**src/rtl/pll_drp_reconfig_if.sv**
```systemverilog
// Signal bundle between the reconfiguration controller, the DRP master and the PLL pins.
// The master modport is the DRP master's view; the slave modport is the environment's view.
interface pll_drp_reconfig_if;
    logic        CFG_VALID;
    logic        CFG_READY;
    logic [6:0]  CFG_ADDR;
    logic [15:0] CFG_MASK;
    logic [15:0] CFG_DATA;
    logic        CFG_LAST;
    logic        DEN;
    logic        DWE;
    logic [6:0]  DADDR;
    logic [15:0] DI;
    logic [15:0] DO;
    logic        DRDY;
    logic        PLL_RST;
    logic        LOCKED;
    logic        BUSY;
    logic        DONE;
    logic        ERROR;

    modport master (
        input  CFG_VALID, CFG_ADDR, CFG_MASK, CFG_DATA, CFG_LAST, DO, DRDY, LOCKED,
        output CFG_READY, DEN, DWE, DADDR, DI, PLL_RST, BUSY, DONE, ERROR
    );

    modport slave (
        output CFG_VALID, CFG_ADDR, CFG_MASK, CFG_DATA, CFG_LAST, DO, DRDY, LOCKED,
        input  CFG_READY, DEN, DWE, DADDR, DI, PLL_RST, BUSY, DONE, ERROR
    );
endinterface

```
**src/rtl/pll_drp_reconfig.sv**
```systemverilog
// DRP master for the PLL: applies a stream of (addr, mask, data) entries as read-modify-writes
// while holding the PLL in reset, then releases it and waits for LOCKED.
module pll_drp_reconfig #(
    parameter int RST_HOLD     = 4,
    parameter int DRDY_TIMEOUT = 64,
    parameter int LOCK_TIMEOUT = 4096
) (
    input  logic               DCLK,
    input  logic               RST_N,
    pll_drp_reconfig_if.master bus
);
    localparam int MAX_WAIT = (DRDY_TIMEOUT > LOCK_TIMEOUT) ? DRDY_TIMEOUT : LOCK_TIMEOUT;
    localparam int MAX_CNT  = (RST_HOLD > MAX_WAIT) ? RST_HOLD : MAX_WAIT;
    localparam int CW       = $clog2(MAX_CNT + 1);

    // The wait counter starts at zero the cycle after DEN (or after PLL_RST release), so
    // matching against TIMEOUT-2 puts ERROR on the output exactly TIMEOUT cycles later.
    localparam logic [CW-1:0] HOLD_LAST = CW'(RST_HOLD - 1);
    localparam logic [CW-1:0] DRP_LAST  = CW'(DRDY_TIMEOUT - 2);
    localparam logic [CW-1:0] LOCK_LAST = CW'(LOCK_TIMEOUT - 2);
    localparam logic [CW-1:0] CNT_MAX   = {CW{1'b1}};
    localparam logic [CW-1:0] CNT_ONE   = CW'(1);

    typedef enum logic [3:0] {
        ST_IDLE      = 4'd0,
        ST_HOLD      = 4'd1,
        ST_WAIT_CFG  = 4'd2,
        ST_READ      = 4'd3,
        ST_WAIT_RD   = 4'd4,
        ST_WRITE     = 4'd5,
        ST_WAIT_WR   = 4'd6,
        ST_RELEASE   = 4'd7,
        ST_WAIT_LOCK = 4'd8
    } state_e;

    function automatic logic [15:0] rmw_merge(input logic [15:0] old_val,
                                              input logic [15:0] keep_mask,
                                              input logic [15:0] new_val);
        return (old_val & keep_mask) | (new_val & ~keep_mask);
    endfunction

    state_e        state_q, state_d;
    logic [CW-1:0] cnt_q, cnt_d;
    logic [6:0]    addr_q, addr_d;
    logic [15:0]   mask_q, mask_d;
    logic [15:0]   data_q, data_d;
    logic          last_q, last_d;
    logic [15:0]   di_q, di_d;
    logic          den_q, den_d;
    logic          dwe_q, dwe_d;
    logic          pll_rst_q, pll_rst_d;
    logic          cfg_ready_q, cfg_ready_d;
    logic          busy_q, busy_d;
    logic          done_q, done_d;
    logic          error_q, error_d;
    logic          cfg_fire_s;
    logic          timeout_s;

    assign cfg_fire_s = (state_q == ST_WAIT_CFG) && cfg_ready_q && bus.CFG_VALID;

    // State register.
    always_ff @(posedge DCLK or negedge RST_N) begin
        if (!RST_N) begin
            state_q <= ST_IDLE;
        end else begin
            state_q <= state_d;
        end
    end

    // Next-state logic; a DRDY or LOCKED arriving on the expiry cycle takes priority.
    always_comb begin
        state_d   = state_q;
        timeout_s = 1'b0;
        case (state_q)
            ST_IDLE: begin
                if (bus.CFG_VALID) state_d = ST_HOLD;
                else               state_d = ST_IDLE;
            end
            ST_HOLD: begin
                if (cnt_q >= HOLD_LAST) state_d = ST_WAIT_CFG;
                else                    state_d = ST_HOLD;
            end
            ST_WAIT_CFG: begin
                if (cfg_fire_s) state_d = ST_READ;
                else            state_d = ST_WAIT_CFG;
            end
            ST_READ: state_d = ST_WAIT_RD;
            ST_WAIT_RD: begin
                if (bus.DRDY) begin
                    state_d = ST_WRITE;
                end else if (cnt_q >= DRP_LAST) begin
                    state_d   = ST_IDLE;
                    timeout_s = 1'b1;
                end else begin
                    state_d = ST_WAIT_RD;
                end
            end
            ST_WRITE: state_d = ST_WAIT_WR;
            ST_WAIT_WR: begin
                if (bus.DRDY) begin
                    if (last_q) state_d = ST_RELEASE;
                    else        state_d = ST_WAIT_CFG;
                end else if (cnt_q >= DRP_LAST) begin
                    state_d   = ST_IDLE;
                    timeout_s = 1'b1;
                end else begin
                    state_d = ST_WAIT_WR;
                end
            end
            ST_RELEASE: state_d = ST_WAIT_LOCK;
            ST_WAIT_LOCK: begin
                if (bus.LOCKED) begin
                    state_d = ST_IDLE;
                end else if (cnt_q >= LOCK_LAST) begin
                    state_d   = ST_IDLE;
                    timeout_s = 1'b1;
                end else begin
                    state_d = ST_WAIT_LOCK;
                end
            end
            default: state_d = ST_IDLE;
        endcase
    end

    // Output and datapath next values; outputs are decoded from the upcoming state so they are registered.
    always_comb begin
        addr_d = addr_q;
        mask_d = mask_q;
        data_d = data_q;
        last_d = last_q;
        if (cfg_fire_s) begin
            addr_d = bus.CFG_ADDR;
            mask_d = bus.CFG_MASK;
            data_d = bus.CFG_DATA;
            last_d = bus.CFG_LAST;
        end else begin
            last_d = last_q;
        end

        if ((state_q == ST_WAIT_RD) && bus.DRDY) di_d = rmw_merge(bus.DO, mask_q, data_q);
        else                                     di_d = di_q;

        if (state_d != state_q)   cnt_d = {CW{1'b0}};
        else if (cnt_q != CNT_MAX) cnt_d = cnt_q + CNT_ONE;
        else                       cnt_d = cnt_q;

        den_d       = (state_d == ST_READ) || (state_d == ST_WRITE);
        dwe_d       = (state_d == ST_WRITE);
        pll_rst_d   = state_d inside {ST_HOLD, ST_WAIT_CFG, ST_READ, ST_WAIT_RD, ST_WRITE, ST_WAIT_WR};
        cfg_ready_d = (state_d == ST_WAIT_CFG);
        busy_d      = (state_d != ST_IDLE);
        done_d      = (state_q == ST_WAIT_LOCK) && bus.LOCKED;

        if ((state_q == ST_IDLE) && bus.CFG_VALID) error_d = 1'b0;
        else if (timeout_s)                        error_d = 1'b1;
        else                                       error_d = error_q;
    end

    // Datapath and output registers.
    always_ff @(posedge DCLK or negedge RST_N) begin
        if (!RST_N) begin
            cnt_q       <= {CW{1'b0}};
            addr_q      <= 7'd0;
            mask_q      <= 16'd0;
            data_q      <= 16'd0;
            last_q      <= 1'b0;
            di_q        <= 16'd0;
            den_q       <= 1'b0;
            dwe_q       <= 1'b0;
            pll_rst_q   <= 1'b0;
            cfg_ready_q <= 1'b0;
            busy_q      <= 1'b0;
            done_q      <= 1'b0;
            error_q     <= 1'b0;
        end else begin
            cnt_q       <= cnt_d;
            addr_q      <= addr_d;
            mask_q      <= mask_d;
            data_q      <= data_d;
            last_q      <= last_d;
            di_q        <= di_d;
            den_q       <= den_d;
            dwe_q       <= dwe_d;
            pll_rst_q   <= pll_rst_d;
            cfg_ready_q <= cfg_ready_d;
            busy_q      <= busy_d;
            done_q      <= done_d;
            error_q     <= error_d;
        end
    end

    assign bus.CFG_READY = cfg_ready_q;
    assign bus.DEN       = den_q;
    assign bus.DWE       = dwe_q;
    assign bus.DADDR     = addr_q;
    assign bus.DI        = di_q;
    assign bus.PLL_RST   = pll_rst_q;
    assign bus.BUSY      = busy_q;
    assign bus.DONE      = done_q;
    assign bus.ERROR     = error_q;
endmodule

```
**src/flat_wrapper.sv**
```systemverilog
// flat-port wrapper written by rule: the top's interface ports become plain ports
module pll_drp_reconfig_flat 
#(
    parameter int RST_HOLD     = 4,
    parameter int DRDY_TIMEOUT = 64,
    parameter int LOCK_TIMEOUT = 4096
)
  (DCLK, RST_N, bus_CFG_VALID, bus_CFG_ADDR, bus_CFG_MASK, bus_CFG_DATA, bus_CFG_LAST, bus_DO, bus_DRDY, bus_LOCKED, bus_CFG_READY, bus_DEN, bus_DWE, bus_DADDR, bus_DI, bus_PLL_RST, bus_BUSY, bus_DONE, bus_ERROR);
  pll_drp_reconfig_if bus_i ();
  input  logic DCLK;
  input  logic RST_N;
  input wire logic [$bits(bus_i.CFG_VALID)-1:0] bus_CFG_VALID;
  input wire logic [$bits(bus_i.CFG_ADDR)-1:0] bus_CFG_ADDR;
  input wire logic [$bits(bus_i.CFG_MASK)-1:0] bus_CFG_MASK;
  input wire logic [$bits(bus_i.CFG_DATA)-1:0] bus_CFG_DATA;
  input wire logic [$bits(bus_i.CFG_LAST)-1:0] bus_CFG_LAST;
  input wire logic [$bits(bus_i.DO)-1:0] bus_DO;
  input wire logic [$bits(bus_i.DRDY)-1:0] bus_DRDY;
  input wire logic [$bits(bus_i.LOCKED)-1:0] bus_LOCKED;
  output wire logic [$bits(bus_i.CFG_READY)-1:0] bus_CFG_READY;
  output wire logic [$bits(bus_i.DEN)-1:0] bus_DEN;
  output wire logic [$bits(bus_i.DWE)-1:0] bus_DWE;
  output wire logic [$bits(bus_i.DADDR)-1:0] bus_DADDR;
  output wire logic [$bits(bus_i.DI)-1:0] bus_DI;
  output wire logic [$bits(bus_i.PLL_RST)-1:0] bus_PLL_RST;
  output wire logic [$bits(bus_i.BUSY)-1:0] bus_BUSY;
  output wire logic [$bits(bus_i.DONE)-1:0] bus_DONE;
  output wire logic [$bits(bus_i.ERROR)-1:0] bus_ERROR;
  assign bus_i.CFG_VALID = bus_CFG_VALID;
  assign bus_i.CFG_ADDR = bus_CFG_ADDR;
  assign bus_i.CFG_MASK = bus_CFG_MASK;
  assign bus_i.CFG_DATA = bus_CFG_DATA;
  assign bus_i.CFG_LAST = bus_CFG_LAST;
  assign bus_i.DO = bus_DO;
  assign bus_i.DRDY = bus_DRDY;
  assign bus_i.LOCKED = bus_LOCKED;
  assign bus_CFG_READY = bus_i.CFG_READY;
  assign bus_DEN = bus_i.DEN;
  assign bus_DWE = bus_i.DWE;
  assign bus_DADDR = bus_i.DADDR;
  assign bus_DI = bus_i.DI;
  assign bus_PLL_RST = bus_i.PLL_RST;
  assign bus_BUSY = bus_i.BUSY;
  assign bus_DONE = bus_i.DONE;
  assign bus_ERROR = bus_i.ERROR;
  pll_drp_reconfig #(.RST_HOLD(RST_HOLD), .DRDY_TIMEOUT(DRDY_TIMEOUT), .LOCK_TIMEOUT(LOCK_TIMEOUT)) u_core (.DCLK(DCLK), .RST_N(RST_N), .bus(bus_i));
endmodule
```
**config.mk**
```make
export PLATFORM = sky130hd
export DESIGN_NAME = pll_drp_reconfig_flat
export DESIGN_NICKNAME = d
export VERILOG_FILES = /design/src/rtl/pll_drp_reconfig_if.sv /design/src/rtl/pll_drp_reconfig.sv /design/src/flat_wrapper.sv
export SDC_FILE = /design/constraint.sdc
export NUM_CORES = 1
export LEC_CHECK = 0
export ABC_AREA = 1
export CAP_MARGIN = 10
export CORE_MARGIN = 5
export CORE_UTILIZATION = 35
export DETAILED_ROUTE_END_ITERATION = 16
export PLACE_DENSITY = 0.62
export SLEW_MARGIN = 20
export SYNTH_ARGS = -nofsm -noshare
export SYNTH_HDL_FRONTEND = slang
export SYNTH_SLANG_ARGS = --single-unit
```
**constraint.sdc**
```tcl
create_clock -name DCLK -period 2 [get_ports DCLK]
set_clock_uncertainty 0.1 [all_clocks]
set_input_delay 0.4 -clock DCLK [delete_from_list [all_inputs] [get_ports DCLK]]
set_output_delay 0.4 -clock DCLK [all_outputs]
set_load 0.02 [all_outputs]
```
=== After elaboration in Yosys (flattened, before gate mapping) ===
Cells that the tools add are included.

* Flip-flop bits (word level): 80
* Latch bits: 0
* Memory bits (writable): 0
* Bits in read-only memories: 0
* Bits of input ports: 61
* Output and inout bits: 30
* Logic and storage cells: 70
* Memories: 0

* $add $sub $neg: 1
* Multiply operators: 0
* Divide/modulo/power cells: 0
* $lt $le $gt $ge: 3
* Eq/ne operators: 16
* Shifts and indexed selects: 0
* Muxes and demuxes: 20
* Bitwise logic cells: 4
* Reductions and logical operators: 12

{| class="wikitable"
|+ Operator list
! kind !! number
|-
| $pmux W4 S9 || 1
|-
| $and A16 B16 Y16 || 2
|-
| $eq A4 B3 Y1 const B || 7
|-
| $mux W13 || 2
|-
| $eq A4 B2 Y1 const B || 4
|-
| $mux W4 || 4
|-
| $not A16 Y16 || 1
|-
| $or A16 B16 Y16 || 1
|-
| $add A13 B1 Y13 const B || 1
|-
| $ge A13 B12 Y1 const B || 1
|-
| $ge A13 B2 Y1 const B || 1
|-
| $ge A13 B6 Y1 const B || 1
|-
| $ne A13 B13 Y1 const B || 1
|-
| $mux W3 || 3
|-
| $eq A4 B1 Y1 const B || 2
|-
| $mux W1 || 8
|-
| $reduce_bool A6 Y1 || 1
|-
| $logic_and A1 B1 Y1 || 5
|-
| $eq A4 B4 Y1 const B || 1
|-
| $logic_not A4 Y1 || 1
|-
| $ne A4 B4 Y1 || 1
|-
| $reduce_bool A2 Y1 || 2
|-
| $reduce_bool A4 Y1 || 1
|-
| $mux W2 || 1
|-
| 3 further kinds || 3
|}

=== Longest topological paths before layout ===
* Depth in word-level cells: 7
* Gate-level depth with buffers: 13
* Gate-level depth less buffers: 12

=== Least setup slack after synthesis ===
OpenSTA, ideal clock, no wires.

* Path type: flip-flop to flip-flop
* From: reg u_core.cnt_q[1]
* To: reg u_core.cnt_q[2]
* Setup time: 0.069 ns
* Data arrival time: 1.640 ns
* Slack: 0.191 ns
* Stages on the path, launching flop included: 14
* Path buffers: 1
* Clock period less this slack: 1.809 ns
* Cell sequence: dfrtp_1 > ha_1 > inv_1 > nand2_1 > nor2_1 > nand2_1 > a21oi_2 > nand2_2 > nand2_1 > nand2_1 > nor2_1 > nand2_2 > buf_6 > nor2_2

* Longest elaborated chain between the ends: 6

{| class="wikitable"
|+ Ends and longest elaborated chain
! item !! line !! RTL
|-
| from (decl) || pll_drp_reconfig.sv:43 || <nowiki>logic [CW-1:0] cnt_q, cnt_d;</nowiki>
|-
| from (signal assigned) || pll_drp_reconfig.sv:162 || <nowiki>cnt_q <= {CW{1'b0}};</nowiki>
|-
| from (signal assigned) || pll_drp_reconfig.sv:176 || <nowiki>cnt_q <= cnt_d;</nowiki>
|-
| $ge A13 B6 Y1 || pll_drp_reconfig.sv:103 || <nowiki>end else if (cnt_q >= DRP_LAST) begin</nowiki>
|-
| $mux W3 || pll_drp_reconfig.sv:103 ||
|-
| $mux W4 || pll_drp_reconfig.sv:100 || <nowiki>if (bus.DRDY) begin</nowiki>
|-
| $pmux W4 S9 * || pll_drp_reconfig.sv:74 || <nowiki>case (state_q)</nowiki>
|-
| net u_core.state_d[1] || pll_drp_reconfig.sv:42 || <nowiki>state_e state_q, state_d;</nowiki>
|-
| $ne A4 B4 Y1 * || pll_drp_reconfig.sv:143 || <nowiki>if (state_d != state_q) cnt_d = {CW{1'b0}};</nowiki>
|-
| $mux W13 or $reduce_bool A2 Y1 (tied branches) || n/a ||
|}

The timed path passes the listed nets; every way through them passes the cells marked *. The select of a mux whose other input is x is not followed.
A chain may end at the register's enable or synchronous reset.

=== Worst setup path in the final report ===
* From: reg u_core.cnt_q[8]
* To: reg u_core.cnt_q[6]

Same word-level chain as after synthesis.

==> flow_summary.yaml <==
routing:
  drt_wl_total_um: 8434
  routed_via_density: 4.543
  wire_per_inst_um: 12.28
  firstDrtPassIters: 5
  drt_iter0_drc: 146
  vias: 3121
  drc: 0
  postRouteAntennaNets: 0
logic_synthesis:
  synth.yosys.warnings: 0
  synth-xor-area-share_pct: 1.439
  ys_types: 29
  synthSimpleGateAreaFrac_pct: 23.89
  async_reset_ff_share_pct: 100.0
  synth.avg_cell_area_sq_um: 8.298
  synth_top_family_by_area: "simple AND/OR/NAND/NOR gates"
  ys_ff_latch: 80
  synth_ff_type: "dfrtp_1"
  netlist_instances: 440
  synth_compound_area_share_pct: 10.93
  syn_nets: 503
  synth_fa_ha_area_share_pct: 0.6854
  synth_edf_count: 0
  synth_mux_area_share_pct: 0.2742
  yosysSeqAreaShare_pct: 54.83
  synth.cell_area_sq_um: 3651
layout:
  final_nets: 610
  mostFrequentLayoutCells: "nand2_1 (118), clkdlybuf4s50_1 (89), dfrtp_1 (79)"
  fillers: 966
  final_common_cell: "nand2_1"
  fin_cells: 687
  drive_above_1_share_pct: 12.70
  syn2layout_area_growth_pct: 38.66
  diodes: 0
clock_tree:
  cts_buffer_depth: 2
  cts_tree: "yes"
  h-tree-depth: 3
  cts_root_buf: "clkbuf_8"
  path_clk_slew_ps: 90
  cts_buffers: 9
  worst_skew_pair.late_latency_ps: 350
  cts.sink_count: 80
worst_setup_path:
  critPathLaunchType: "register"
  worstPathMaxFanout: 6
  rr_worst_depth: 13
  crit_required_ps: 2140
  cp-end-kind: "register"
  worstPathArrival_ps: 2070
  slowest_stage: "dfrtp_1"
  crit_chain: "nor2_2 -> nand2_1 -> nor2_2 -> nand2_1 -> nand2_2 -> nand2_2 -> nand2_2 -> nand2_1 -> nand2_1 -> nor2_1 -> nand2_2 -> clkbuf_16 -> nor2_2"
  slowest_delay_ps: 440
  crit_type: "register to register"
  r2r-end: "u_core.cnt_q[6]"
  r2r_start: "u_core.cnt_q[8]"
  ff2ff_setup_slack_ps: 70
placed_design:
  place_congestion: 0.9418
  place_hpwl_um: 5923
  post-place-ws_ps: 16.14
  dp_cells: 667
  port-buffer-count: 90
timing:
  rsz0062_at_grt: "true"
  tightest_slew_ps: 438.4
  maxSlewHeadroom_pct: 70.78
  setup_slack_ps: 70.92
  fin_crit_ps: 1929
  slew_viol_final: 0
  clock.fmax_mhz: 518.4
  fin_crit_sh_pct: 96.45
  timing.hold.ws_ps: 390.1
  setup_viol: 0
  finalHoldViolations: 0
floorplanning:
  core.rowCount: 37
  die_y_um: 112.1
  core_sq_um: 10230
  io_pins: 91
  die-area_sq_um: 12570
  start_util_pct: 35.69
  fp.dieW_um: 112.1
global_routing:
  grt_pass1_wl_um: 14090
  grt_max_degree: 81
  grt_pass1_vias: 3085
  overflow: 0
  grt_usage_pct: 13.70
  antenna_found_initial: 0
hold_path:
  hp-start: "u_core.bus.DADDR[0]"
  min_path_cells: 2
  min_path_type: "register to register"
  hold_end: "u_core.bus.DADDR[0]"
job:
  drv_cap: 0
power:
  power_w: 0.005642
  ir_drop_uv: 494.0
  p_per_area_nw_per_um2: 1115
  power_leakage_nw: 2.350
status:
  status: "finished clean"
-- routing by layer --
metal	vias to the layer above	track usage, %	wire length (um)
met2	89	20.26	3863
met4	0	4.968	74
li1	1587	-	-
met5	-	0	0
met1	1437	18.36	3817
met3	8	5.229	678
-- worst max path at each step --
| stage | start | to | slack [ps] | depth (start not counted) |
|---|---|---|---|---|
| floorplan | u_core.cnt_q[1] | u_core.cnt_q[2] | 190 | 13 |
| global placement | u_core.cnt_q[0] | u_core.cnt_q[11] | 60 | 13 |
| detailed placement | u_core.cnt_q[0] | u_core.cnt_q[11] | 20 | 13 |
| CTS | u_core.cnt_q[0] | u_core.cnt_q[0] | 30 | 13 |
| global route | u_core.cnt_q[1] | u_core.cnt_q[3] | -20 | 14 |
| finish | u_core.cnt_q[8] | u_core.cnt_q[6] | 70 | 13 |
-- area by class of cell --
class	count	area (sq um)	share of cell area, %
Sequential cell	80	2003	39.57
Timing Repair Buffer	107	1091	21.55
Clock inverter	5	35.03	0.6920
Tap cell	136	170.2	3.361
Clock buffer	10	127.6	2.521
Inverter	63	236.5	4.671
Multi-Input combinational cell	286	1399	27.63
-- registers in the layout, indices dropped and copies added (netlist names), 4 cells and up --
register          flops
u_core.bus.DI        16
u_core.cnt_q         13
u_core.data_q        16
u_core.state_q        4
u_core.bus.DADDR      7
u_core.mask_q        16
-- timing repair --
action / in CTS / in global routing
pin swaps: 0 / 7
cloned: 0 / 1
hold buffers: 1 / 0
setup buffers: 0 / 3
endpoints found under the hold margin: 62 / 0
resized for setup: 1 / 18
setup endpoints to repair: 3 / 14
-- where the power goes --
part / internal (W) / leakage [nW] / switching, W
clock: 0.000445 / 0.0821 / 0.000600
combinational: 0.00106 / 1.33 / 0.00124
sequential: 0.00207 / 0.933 / 0.000224
total: 0.00358 / 2.35 / 0.00207
-- synth_stat cells, types with 2 or more instances --
cell,count,area share (%)
xnor2_1,3,0.72
xor2_1,3,0.72
ha_1,2,0.69
nand4_1,4,0.69
nor3_2,2,0.55
nand4_2,2,0.69
o21ai_0,70,9.6
nand3_1,18,2.5
inv_1,61,6.3
nor2_1,30,3.1
nor2_2,12,2.1
inv_2,2,0.21
nand2_1,122,13
buf_2,4,0.55
dfrtp_1,80,55
nand2_2,4,0.69
clkbuf_1,6,0.62
nor3_1,3,0.41
a21oi_1,2,0.27
-- critical path, delay by kind of cell (launching register included) --
family	cells	cell delay, ps
flip-flops	1	440
AND/OR/NAND/NOR	12	1100
buffers and inverters	1	180
-- through the flow --
stage	util, %	setup TNS (ps)	area, sq um
after floorplan	-	0	3651
final	49.48	0	5062
after global routing	49.48	-143.2	5062
after detailed placement	46.85	0	4793
after global placement	46.85	0	4793
after CTS	48.56	0	4969
-- cell families after synthesis --
kind of cell / count (synthesis)
xor gates and xnor gates: 6
adders and majority gates: 2
and+or+nand+nor: 200
AOI/OAI and AO/OA: 77
muxes: 1
buffers and inverters: 74
DFF: 80
Note: power is estimated with default switching activity, not from simulation.
